**src/rtl/wrap_timer_pkg.sv**
```systemverilog
// Shared types and modular-time helpers for the wrapping timer scheduler.
// Covers both builds of wrap_timer_scheduler (TIMER_CANCEL_EN defined or not).
package wrap_timer_pkg;

  typedef enum logic [1:0] {
    SLOT_IDLE    = 2'd0,
    SLOT_ARMED   = 2'd1,
    SLOT_EXPIRED = 2'd2
  } slot_state_e;

  // Widest extended time base the helpers support (16-bit counter + wrap bit).
  localparam int MAX_TIME_W = 17;

  function automatic logic [MAX_TIME_W-1:0] mod_diff(
    input logic [MAX_TIME_W-1:0] now,
    input logic [MAX_TIME_W-1:0] deadline,
    input int unsigned           width
  );
    logic [MAX_TIME_W-1:0] mask;
    mask = {MAX_TIME_W{1'b1}} >> (MAX_TIME_W - width);
    return (now - deadline) & mask;
  endfunction

  // A deadline counts as reached once now is at or past it within half the range.
  function automatic logic time_reached(
    input logic [MAX_TIME_W-1:0] now,
    input logic [MAX_TIME_W-1:0] deadline,
    input int unsigned           width
  );
    logic [MAX_TIME_W-1:0] diff;
    diff = mod_diff(now, deadline, width);
    return !diff[width-1];
  endfunction

endpackage

```
**src/rtl/wrap_time_extend.sv**
```systemverilog
// Registers the external wrapping counter and adds one wrap-tracking MSB,
// giving a time base twice the counter's range.
module wrap_time_extend
  import wrap_timer_pkg::*;
#(
  parameter int W = 9
) (
  input  logic         clk,
  input  logic         resetn,
  input  logic [W-1:0] cnt_value,
  output logic [W:0]   ext_time
);

  logic [W-1:0] cnt_q;
  logic         ext_msb;

  // NOTE: sequential state uses non-blocking assignments so every register
  // samples the pre-edge values regardless of statement order.
  always_ff @(posedge clk or negedge resetn) begin
    if (!resetn) begin
      cnt_q   <= '0;
      ext_msb <= 1'b0;
    end else begin
      cnt_q <= cnt_value;
      if (cnt_q[W-1] && !cnt_value[W-1]) begin
        ext_msb <= ~ext_msb;
      end
    end
  end

  assign ext_time = {ext_msb, cnt_q};

endmodule

```
**src/rtl/wrap_timer_scheduler.sv**
```systemverilog
// Per-slot relative-delay timers on a shared extended time base, expiries
// serialised round-robin onto one valid/ready channel. Optional TIMER_CANCEL_EN.
module wrap_timer_scheduler
  import wrap_timer_pkg::*;
#(
  parameter int CNT_WIDTH = 9,
  parameter int NUM_REQ   = 4,
  parameter int ID_WIDTH  = 2
) (
  input  logic                         clk,
  input  logic                         resetn,
  input  logic [CNT_WIDTH-1:0]         cnt_value,
  input  logic [NUM_REQ-1:0]           arm_valid,
  input  logic [NUM_REQ*CNT_WIDTH-1:0] arm_delay,
  output logic [NUM_REQ-1:0]           arm_ready,
`ifdef TIMER_CANCEL_EN
  input  logic [NUM_REQ-1:0]           cancel,
`endif
  output logic                         fire_valid,
  output logic [ID_WIDTH-1:0]          fire_id,
  input  logic                         fire_ready,
  output logic [NUM_REQ-1:0]           busy
);

  localparam int TW = CNT_WIDTH + 1;

  logic [TW-1:0]       ext_time;
  slot_state_e         state_q       [NUM_REQ];
  logic [TW-1:0]       deadline_q    [NUM_REQ];
  logic [TW-1:0]       deadline_next [NUM_REQ];
  logic [NUM_REQ-1:0]  reached;
  logic [NUM_REQ-1:0]  expired;
  logic [NUM_REQ-1:0]  presented;
  logic [NUM_REQ-1:0]  cancel_eff;
  logic [NUM_REQ-1:0]  arm_go;
  logic [NUM_REQ-1:0]  eligible;
  logic                fire_done;
  logic [ID_WIDTH-1:0] rr_ptr_q;
  logic                grant_found;
  logic [ID_WIDTH-1:0] grant_idx;
  logic [ID_WIDTH-1:0] grant_next_ptr;
  int                  cand;

  wrap_time_extend #(.W(CNT_WIDTH)) u_time (
    .clk       (clk),
    .resetn    (resetn),
    .cnt_value (cnt_value),
    .ext_time  (ext_time)
  );

  assign fire_done = fire_valid && fire_ready;

  // NOTE: every signal driven here gets a default first, so no path through
  // the block leaves a value unassigned and no latch is inferred.
  always_comb begin
    presented = '0;
    if (fire_valid) begin
      presented[fire_id] = 1'b1;
    end
`ifdef TIMER_CANCEL_EN
    cancel_eff = cancel & ~presented;
`else
    cancel_eff = '0;
`endif
    arm_go = arm_valid & ~cancel_eff;
    for (int i = 0; i < NUM_REQ; i++) begin
      deadline_next[i] = ext_time + ((arm_delay[i*CNT_WIDTH +: CNT_WIDTH] == '0)
                         ? TW'(1) : TW'(arm_delay[i*CNT_WIDTH +: CNT_WIDTH]));
      reached[i]   = time_reached(MAX_TIME_W'(ext_time), MAX_TIME_W'(deadline_q[i]), TW);
      expired[i]   = (state_q[i] == SLOT_EXPIRED);
      busy[i]      = (state_q[i] != SLOT_IDLE);
      arm_ready[i] = (state_q[i] == SLOT_IDLE);
    end
    // A slot being cancelled this cycle must not be handed to the channel.
    eligible = expired & ~presented & ~cancel_eff;
  end

  // Round-robin search starting at rr_ptr_q.
  always_comb begin
    grant_found    = 1'b0;
    grant_idx      = '0;
    grant_next_ptr = '0;
    cand           = 0;
    for (int k = 0; k < NUM_REQ; k++) begin
      cand = int'(rr_ptr_q) + k;
      if (cand >= NUM_REQ) begin
        cand = cand - NUM_REQ;
      end
      if (!grant_found && eligible[cand]) begin
        grant_found = 1'b1;
        grant_idx   = ID_WIDTH'(cand);
      end
    end
    if (int'(grant_idx) != NUM_REQ - 1) begin
      grant_next_ptr = grant_idx + 1'b1;
    end
  end

  always_ff @(posedge clk or negedge resetn) begin
    if (!resetn) begin
      for (int i = 0; i < NUM_REQ; i++) begin
        state_q[i] <= SLOT_IDLE;
      end
    end else begin
      for (int i = 0; i < NUM_REQ; i++) begin
        unique case (state_q[i])
          SLOT_IDLE: begin
            if (arm_go[i]) state_q[i] <= SLOT_ARMED;
          end
          SLOT_ARMED: begin
            if (cancel_eff[i])   state_q[i] <= SLOT_IDLE;
            else if (reached[i]) state_q[i] <= SLOT_EXPIRED;
          end
          SLOT_EXPIRED: begin
            if (cancel_eff[i] || (fire_done && fire_id == ID_WIDTH'(i))) begin
              state_q[i] <= SLOT_IDLE;
            end
          end
          default: state_q[i] <= SLOT_IDLE;
        endcase
      end
    end
  end

  // NOTE: deadlines carry no reset; a deadline is only read while its slot is
  // ARMED, and arming always writes it first.
  always_ff @(posedge clk) begin
    for (int i = 0; i < NUM_REQ; i++) begin
      if (state_q[i] == SLOT_IDLE && arm_go[i]) begin
        deadline_q[i] <= deadline_next[i];
      end
    end
  end

  // Output registers reload when empty or on a handshake, allowing one fire per cycle.
  always_ff @(posedge clk or negedge resetn) begin
    if (!resetn) begin
      fire_valid <= 1'b0;
      fire_id    <= '0;
      rr_ptr_q   <= '0;
    end else if (!fire_valid || fire_ready) begin
      fire_valid <= grant_found;
      if (grant_found) begin
        fire_id  <= grant_idx;
        rr_ptr_q <= grant_next_ptr;
      end
    end
  end

endmodule
```
**config.mk**
```make
export PLATFORM = sky130hd
export DESIGN_NAME = wrap_timer_scheduler
export DESIGN_NICKNAME = d
export VERILOG_FILES = /design/src/rtl/wrap_timer_pkg.sv /design/src/rtl/wrap_time_extend.sv /design/src/rtl/wrap_timer_scheduler.sv
export SDC_FILE = /design/constraint.sdc
export NUM_CORES = 1
export LEC_CHECK = 0
export CORE_MARGIN = 5
export CORE_UTILIZATION = 50
export DETAILED_ROUTE_END_ITERATION = 16
export GPL_TIMING_DRIVEN = 0
export HOLD_SLACK_MARGIN = 0.05
export PLACE_DENSITY = 0.73
export SLEW_MARGIN = 20
export SYNTH_ARGS = -nofsm -noshare
export SYNTH_HDL_FRONTEND = slang
export SYNTH_SLANG_ARGS = --single-unit
```
**constraint.sdc**
```tcl
create_clock -name clk -period 2.35 [get_ports clk]
set_input_delay 0.47 -clock clk [delete_from_list [all_inputs] [get_ports clk]]
set_output_delay 0.47 -clock clk [all_outputs]
set_load 0.005 [all_outputs]
```
==> impl_metrics.tcl, run 1 <==
set metrics [dict create \
    status "complete, no violations" \
    hpwl_um 8107 \
    fin_cells 740 \
    ys_seq_area_frac 0.3617 \
    synth_area_um2 4912 \
    p_sw_mw 1.799 \
    place_inst 709 \
    fin_tns_setup_ps 0 \
    coreArea_um2 9684 \
    criticalPathCategory "in2reg" \
    cp_slowest_stage_delay_ps 330 \
    h-tree-depth 3 \
    rows 36 \
    synth_cell_types 54 \
    first_global_vias 3828 \
    synth_edf_count 40 \
    worstPathMaxFanout 2 \
    power_frac_comb 0.473 \
    grt_max_degree 24 \
    relSlewSlack 0.6502 \
    p_clk_frac 0.171 \
    path_buf_inv 3 \
    chipHeight_um 109.1 \
    vias_per_cell 5.318 \
    pwr_density_cell_nw_per_um2 807.0 \
    tightestPinTransition_ps 524.7 \
    cts_hold_buf 0 \
    r2r-end "deadline_q[0][8]$_DFFE_PP_" \
    wl_per_cell_um 14.72 \
    worst-r2r-cell-count 8 \
    post-route-period-util 0.9769 \
    hp-class "in2async" \
    async_reset_ff_frac 0.3651 \
    clk_latency_ps 340 \
    numCtsBuffers 9 \
    initial_utilization 0.5072 \
    postSynthCellCount 514 \
    grtUsageTotal 0.1926 \
    critPathTopFamily "adder cells" \
    arrival_ps 2380 \
    wirelength_um 10890 \
    fp.dieArea_um2 11910 \
    io_pins 63 \
    final_antenna_net_count 0 \
    yosys.area_share.simple 0.1409 \
    place_ws_ps -750.0 \
    reg2reg_slack_ps 110 \
    finalHoldViolCount 0 \
    syn2layout_area_growth_pct 23.74 \
    finalNetCount 726 \
    synth_top_family_by_area "adder cells" \
    internal_power_mw 3.107 \
    cp_slowest_cell "fa_2" \
    sw_frac_of_total 0.3667 \
    setup_viol 0 \
    ys_ff_latch 63 \
    syn_nets 638 \
    vdd_drop_max_uv 467.4 \
    fin_worst_skew_ps 7.585 \
    timing.hold.ws_ps 97.29 \
    dr.pass1.iters 5 \
    drv_cap 0 \
    grt_pass1_wl_um 17770 \
    drc_errors 0 \
    finalCriticalPeriod_ps 2296 \
    dominantRegCellSynth "edfxtp_1" \
    cts_tree "yes" \
    muxShareOfSynthArea 0.01146 \
    synthXorXnorAreaFrac 0.06775 \
    worstSetupPathDepth 12 \
    ys_warn_count 0 \
    clk_pin_slew_ps 70 \
    die_w_um 109.1 \
    drive_above_1_share 0.1664 \
    drtIter0Drc 128 \
    crit_required_ps 2440 \
    root_buffer "clkbuf_8" \
    p_leak_nw 2.743 \
    crit_chain "dlygate4sd2_1 > nor4_2 > a21o_1 > ha_2 > inv_1 > fa_2 > inv_1 > a21o_1 > a21oi_2 > a2bb2oi_2 > nor2b_2 > xnor2_1" \
    antenna_found_initial 0 \
    via_count 3935 \
    place_congestion 0.9105 \
    fillCellCount 820 \
    worstSetupStartpointType "input pin" \
    clock_sinks 63 \
    n_antenna_cell 0 \
    post-route-worst-setup-slack_ps 54.33 \
    io_buffer_count 62 \
    grt-ovfl-total 0 \
    slew_viol_final 0 \
    fmax_ghz 0.4356 \
    timing.rr.start "u_time.cnt_q[1]$_DFF_PN0_" \
    seq_power_share 0.357 \
    syn_avg_cell_area_um2 9.557 \
    synth_compound_area_frac 0.1541 \
    synth_adder_area_share 0.1895 \
    clockBufferDepth 2 \
    end_kind "flip-flop" \
]
[placed cells by master (no fill, tap or decap), types with 7 or more instances in the layout]
master / count
ha_1: 64
inv_1: 63
edfxtp_1: 40
clkbuf_1: 29
clkdlybuf4s50_1: 26
a21oi_1: 25
xnor2_1: 25
o21ai_0: 23
nor2_1: 20
a21o_1: 19
nand2_1: 19
dfrtp_1: 18
buf_4: 16
nor4_1: 14
xor2_1: 13
nand2b_1: 12
clkbuf_8: 11
buf_2: 9
dlygate4sd2_1: 9
nor3_1: 8
clkbuf_2: 8
a21oi_2: 7
and2_1: 7
nor2b_1: 7
nand3_1: 7
[flip-flops by register name, summed over array words and instances (netlist names)]
name / flops
u_time.cnt_q: 9
rr_ptr_q: 2
state_q: 8
deadline_q: 40
fire_valid: 1
fire_id: 2
u_time.ext_msb: 1
[worst reg2reg max path: stages (launching register included)]
cell and delay (ps):
dfrtp_2 540, inv_1 230, fa_2 430, nor2b_1 110
o21ai_1 80, a21boi_1 190, o21ai_1 110, a21oi_1 200
xor2_1 100
[kinds of logic after synthesis]
logic type      after synthesis
compound gates              117
xor+xnor                     38
fa+ha+maj                    72
buf+inv                      96
flops                        63
mux                           5
simple gates                123
[per-layer routing]
| metal | up-vias | routed length [um] | part of all wire | GRT usage |
|---|---|---|---|---|
| met5 | - | 0 | 0 | 0 |
| met4 | 0 | 203 | 0.019 | 0.06763 |
| met3 | 13 | 600 | 0.055 | 0.02427 |
| met2 | 97 | 5138 | 0.47 | 0.3171 |
| met1 | 1837 | 4950 | 0.45 | 0.2613 |
| li1 | 1988 | - | - | - |
[power groups by stage]
stage                     combinational, mW  sequential (mW)  clock (mW)
final                                  2.32             1.75       0.837
after global routing                   2.60             1.79       0.912
after CTS                              2.29             1.75       0.852
after detailed placement               2.26             1.77           0
after global placement                 2.17             1.76           0
after floorplan                        1.62             1.71           0
[cell usage after synthesis (3+ instances only)]
cell | n | area, um2
edfxtp_1 | 40 | 1201
o21ai_0 | 28 | 140.1
nor2_1 | 20 | 75.07
xnor2_1 | 25 | 219.0
fa_1 | 4 | 80.08
nand2_1 | 19 | 71.32
and3_1 | 3 | 18.77
xor2_1 | 13 | 113.9
mux2i_1 | 3 | 30.03
o22ai_1 | 4 | 25.02
a21boi_0 | 4 | 30.03
a21o_1 | 19 | 142.6
o21a_1 | 4 | 30.03
a21oi_1 | 32 | 160.2
nor2b_1 | 9 | 56.30
inv_1 | 65 | 244.0
and2_1 | 7 | 43.79
a31o_2 | 5 | 43.79
a31oi_1 | 4 | 25.02
nand3_1 | 7 | 35.03
dfrtp_1 | 23 | 575.6
nor3_1 | 8 | 40.04
ha_1 | 68 | 850.8
nand2b_1 | 12 | 75.07
clkbuf_1 | 28 | 105.1
nor4_1 | 21 | 131.4
[worst max-delay path by stage]
stage,from,end,slack [ps]
2_1_floorplan,arm_delay[26],deadline_q[2][8]$_DFFE_PP_,10
3_3_place_gp,arm_delay[10],deadline_q[1][6]$_DFFE_PP_,-690
3_5_place_dp,arm_delay[5],deadline_q[0][8]$_DFFE_PP_,-750
4_1_cts,arm_delay[10],deadline_q[1][8]$_DFFE_PP_,2
5_1_grt,arm_delay[30],deadline_q[3][6]$_DFFE_PP_,-40
6_report,arm_delay[30],deadline_q[3][6]$_DFFE_PP_,50
[area by class of cell]
type | count | area [um2] | share of cell area
Inverter | 65 | 244.0 | 0.04014
Sequential cell | 63 | 1783 | 0.2933
Buffer | 31 | 122.6 | 0.02017
Multi-Input combinational cell | 355 | 2927 | 0.4815
Clock inverter | 4 | 20.02 | 0.003294
Timing Repair Buffer | 77 | 660.6 | 0.1087
Clock buffer | 12 | 155.1 | 0.02552
Tap cell | 133 | 166.4 | 0.02738
[per-stage QoR]
stage	power (mW)	utilization	cell area, um2
2_1_floorplan	3.330	-	4931
3_3_place_gp	3.934	0.5904	5718
3_5_place_dp	4.029	0.5904	5718
4_1_cts	4.895	0.6183	5988
5_1_grt	5.295	0.6276	6078
6_report	4.905	0.6276	6078
[what timing repair did]
item / in CTS / in global routing
gates resized for setup: 100 / 43
endpoints found under the setup margin: 14 / 15
pin swaps: 32 / 31
setup buffers: 10 / 5
Power figures use the tool's default switching activity.
==> run 2, diff against run 1 <==
--- a/config.mk
+++ b/config.mk
@@ -10,7 +10,7 @@
 export DETAILED_ROUTE_END_ITERATION = 16
 export GPL_TIMING_DRIVEN = 0
 export HOLD_SLACK_MARGIN = 0.05
-export PLACE_DENSITY = 0.73
+export PLACE_DENSITY = 0.76
 export SLEW_MARGIN = 20
 export SYNTH_ARGS = -nofsm -noshare
 export SYNTH_HDL_FRONTEND = slang
==> constraint.sdc (replaced) <==
create_clock -name clk -period 1.9 [get_ports clk]
set_input_delay 0.38 -clock clk [delete_from_list [all_inputs] [get_ports clk]]
set_output_delay 0.38 -clock clk [all_outputs]
set_load 0.005 [all_outputs]
==> impl_metrics.tcl, run 2 (synthesis results as in run 1) <==
set metrics [dict create \
    io_buffer_count 62 \
    cts_tree "yes" \
    fin_worst_skew_ps 6.387 \
    final_area_um2 6907 \
    crit_chain "buf_6 > nor4_4 > a21o_1 > ha_2 > inv_2 > fa_2 > nor2b_2 > o21ai_2 > a21boi_2 > o21ai_2 > nor2b_2 > xnor2_1" \
    drtIter0Drc 163 \
    drive_above_1_share 0.3323 \
    clk_latency_ps 340 \
    initial_utilization 0.5072 \
    finalCriticalPeriod_ps 2152 \
    drc_errors 0 \
    grtUsageTotal 0.2125 \
    regMostFlops "deadline_q" \
    cts_hold_buf 0 \
    numCtsBuffers 9 \
    coreArea_um2 9684 \
    grt_max_degree 24 \
    dr.pass1.iters 5 \
    cp_slowest_stage_delay_ps 350 \
    finalNetCount 754 \
    worstPathMaxFanout 2 \
    final_common_cell "inv_1" \
    hpwl_um 8417 \
    final_antenna_net_count 0 \
    fmax_ghz 0.4647 \
    worstSetupPathDepth 12 \
    worst-r2r-cell-count 7 \
    wl_per_cell_um 16.85 \
    end_kind "flip-flop" \
    antenna_found_initial 0 \
    grt_setup_unrepaired "yes" \
    largest_reg_flops 40 \
    first_global_vias 4329 \
    finalHoldViolCount 0 \
    setup_viol 23 \
    rows 36 \
    violations "negative setup slack" \
    register_area_um2 1792 \
    relSlewSlack 0.6246 \
    clockBufferDepth 2 \
    h-tree-depth 3 \
    io_pins 63 \
    die_w_um 109.1 \
    p_leak_nw 2.954 \
    cp_slowest_cell "fa_2" \
    post-route-period-util 1.133 \
    clock_sinks 63 \
    syn2layout_area_growth_pct 40.60 \
    critPathTopFamily "simple AND/OR/NAND/NOR gates" \
    fillCellCount 689 \
    crit_required_ps 2000 \
    pwr_density_cell_nw_per_um2 983.9 \
    clk_pin_slew_ps 70 \
    wirelength_um 12940 \
    grt-ovfl-total 0 \
    hp-class "in2async" \
    place_congestion 0.8682 \
    post-route-worst-setup-slack_ps -251.8 \
    final_util 0.7132 \
    path_buf_inv 2 \
    via_count 4224 \
    tightestPinTransition_ps 563.2 \
    layout_common_cells "inv_1, ha_1, edfxtp_1" \
    criticalPathCategory "in2reg" \
    multi_input_area_um2 3473 \
    vdd_drop_max_uv 508.2 \
    fp.dieArea_um2 11910 \
    root_buffer "clkbuf_8" \
    fin_tns_setup_ps -3032 \
    slew_viol_final 0 \
    drv_cap 0 \
    reg_top3 "deadline_q x40, u_time.cnt_q x9, state_q x8" \
    arrival_ps 2250 \
    placedInstanceArea_um2 5792 \
    place_ws_ps -1021 \
    worstSetupStartpointType "input pin" \
    grt_pass1_wl_um 19580 \
    chipHeight_um 109.1 \
    n_antenna_cell 0 \
    vias_per_cell 5.500 \
    status "finished with violations" \
    total_power_mw 6.795 \
]
## run 2: final cells by class
class | count | share of cell area
Buffer | 31 | 0.01957
Sequential cell | 63 | 0.2594
Multi-Input combinational cell | 355 | 0.5029
Clock buffer | 14 | 0.02065
Clock inverter | 2 | 0.001268
Tap cell | 133 | 0.02409
Inverter | 65 | 0.03533
Timing Repair Buffer | 105 | 0.1368
## run 2: per-layer routing
layer | vias to the layer above | global-route usage | share of wire
li1 | 2049 | - | -
met5 | - | 0 | 0
met3 | 26 | 0.02960 | 0.046
met2 | 117 | 0.3706 | 0.50
met4 | 0 | 0.08927 | 0.023
met1 | 2032 | 0.2624 | 0.43
## run 2: per-stage QoR
step / hold WS [ps] / instances
floorplan: 84.41 / 514
global placement: 481.7 / 709
detailed placement: 500.8 / 709
CTS: 479.1 / 757
global route: 63.26 / 768
finish: 25.61 / 768
## run 2: where the power goes
group	switching [mW]	internal, mW
Combinational	1.85	1.78
Clock	0.502	0.470
Sequential	0.249	1.94
Total	2.60	4.19
## run 2: repair_timing
| action | in CTS | in global routing |
|---|---|---|
| endpoints found under the setup margin | 42 | 35 |
| buffers inserted | 34 | 17 |
| resized for setup | 201 | 80 |
| pin swaps | 61 | 74 |
## run 2: worst paths after layout
check,from,end,slack (ps)
max in group asynchronous,resetn,u_time.cnt_q[4]$_DFF_PN0_,1450
worst max-delay path,arm_delay[15],deadline_q[1][6]$_DFFE_PP_,-250
worst min-delay path,resetn,state_q[4]$_DFFE_PN0P_,30
min in group clk,cnt_value[7],u_time.cnt_q[7]$_DFF_PN0_,480
worst min register to register,state_q[5]$_DFFE_PN0P_,state_q[4]$_DFFE_PN0P_,490
worst max register to register,u_time.cnt_q[0]$_DFF_PN0_,deadline_q[2][8]$_DFFE_PP_,-240
==> patch, RTL diff (flow settings as in run 1) <==
Build with the macro `TIMER_CANCEL_EN` defined.
--- a/src/rtl/wrap_timer_scheduler.sv
+++ b/src/rtl/wrap_timer_scheduler.sv
@@ -1,4 +1,6 @@
 // Per-slot relative-delay timers on a shared extended time base, expiries
 // serialised round-robin onto one valid/ready channel. Optional TIMER_CANCEL_EN.
+`define TIMER_CANCEL_EN
+
 module wrap_timer_scheduler
   import wrap_timer_pkg::*;
Ports: changed (added cancel); port bits go from 63 to 67. No check against the original RTL was run, so the function may have changed too.
==> patch against run 1 <==
- sequential power is 6% lower
- area after synthesis grew 0.71%
- worst setup slack got worse by 14 ps
- routed wire length grew 11%
- via count rose by 5.7%
- critical path type unchanged
- final cell count increased by 2.0%
- global-route usage increased by 1.4 points
- largest power group unchanged
- sequential cell count stayed put
- sequential share of layout area down 0.79 points
- register-to-register slack got worse by 30 ps
- cell area up 2.9%
- power decreased by 7.7%
- die area up 0.64%
==> patch: results (changes against run 1) <==
| Stage | Item | Value | Change |
|:---|:---|:---|:---|
| status | Status | complete, no violations |  |
| grt | Vias in the first global route | 4062 | +6.1% |
| power | Leakage Power | 2.86 nW | +4.4% |
| power | Sequential power | 0.00164 W | -6% |
| critical path | Cells on worst reg2reg path | 7 | -1 |
| detailed routing | Wire length on met1 | 5320 um | +7.4% |
| final layout | Footprint of the flip-flops and latches | 0.00179 mm^2 | +0.14% |
| critical path | Setup slack, reg-to-reg | 80 ps | -30 ps |
| placement | Worst slack at placement | -839 ps | -89.3 ps |
| placement | Cell Area, Placed | 0.00578 mm^2 | +1.1% |
| detailed routing | Number of search-and-repair iterations in the first detailed-routing pass | 4 | -1 |
| final layout | Filler cell count | 807 | -1.6% |
| power | Power Combinational | 0.00184 W | -21% |
| power | Comb pwr share | 40.6% | -6.7 points |
| placement | Placed insts | 719 | +1.4% |
| die | DIE AREA | 0.0120 mm^2 | +0.64% |
| detailed routing | Number of DRC markers in iteration 0 | 174 | +36% |
| final layout | Inverters excl. clock | 55 | -15% |
| detailed routing | Via density per instance | 5.51 | +3.6% |
| grt | Met1 routing resource usage after global routing | 26.0% | -0.12 points |
| final layout | Final non-clock buffer share | 13.1% | +0.26 points |
| sta | Crit share post-route | 98.3% | +0.59 points |
| critical path | Arrival time worst endpoint | 2400 ps | +20 ps |
| final layout | Layout multi-input combinational cell count | 370 | +4.2% |
| grt | Fraction of met3 tracks used by global routing | 3.35% | +0.92 points |
| placement | Final RePlAce weighted congestion | 0.880 | -3.3% |
| clock network | Number of gates resized after cts | 135 | +35% |
| detailed routing | Detailed-routed wire length on met2 | 5870 um | +14% |
| yosys | Number of distinct library cells after synthesis | 49 | -9.3% |
| grt | First-pass GRT wire length | 18900 um | +6.6% |
| critical path | FF-to-FF End | deadline_q[0][7]$_DFFE_PP_ |  |
| placement | Half-perimeter wire length of the detailed placement result | 8510 um | +4.9% |
| critical path | Delay contributed by the slowest stage of the critical path | 400 ps | +70 ps |
| detailed routing | Sum of met3 wire segment lengths after detailed routing | 561 um | -6.5% |
| final layout | Nonclk buf count | 118 | +9.3% |
| sta | Fin Clk Skew | 13.9 ps | +6.32 ps |
| final layout | Clock buf count | 11 | -1 |
| grt | Total track usage | 20.6% | +1.4 points |
| detailed routing | Total Routed Length | 12100 um | +11% |
| critical path | Last element of the critical path | deadline_q[0][7]$_DFFE_PP_ |  |
| final layout | Number of sequential cells in the layout | 63 | unchanged |
==> patch: changes by cell type after synthesis, sizes merged, moves of 6 or more <==
cell	change
inv	-10
and2	-7
nor2	+10
nand3b	+6
nor4	-13
and3	+9
o211ai	+6
nor2b	+11
nand3	+11
xnor2	-8
a21oi	-9
a21o	+6
==> patch: worst min-delay path by stage <==
stage	slack, ps	start	to	cells past startpoint
after global placement	550	state_q[5]$_DFFE_PN0P_	state_q[5]$_DFFE_PN0P_	2
after floorplan	170	resetn	asynchronous set/reset pin	0
after detailed placement	510	resetn	state_q[7]$_DFFE_PN0P_	1
after CTS	130	resetn	fire_id[0]$_DFFE_PN0P_	1
after global routing	170	resetn	u_time.ext_msb$_DFFE_PN0P_	1
final	130	resetn	state_q[7]$_DFFE_PN0P_	1
==> patch: cell families after synthesis <==
group	share of synthesized area, %
buffers and inverters	6.78
AO/OA/AOI/OAI	15.9
XOR/XNOR	5.49
flip-flops	35.9
multiplexers	0.658
AND/OR/NAND/NOR	16.4
adder cells (fa/ha/maj)	18.8
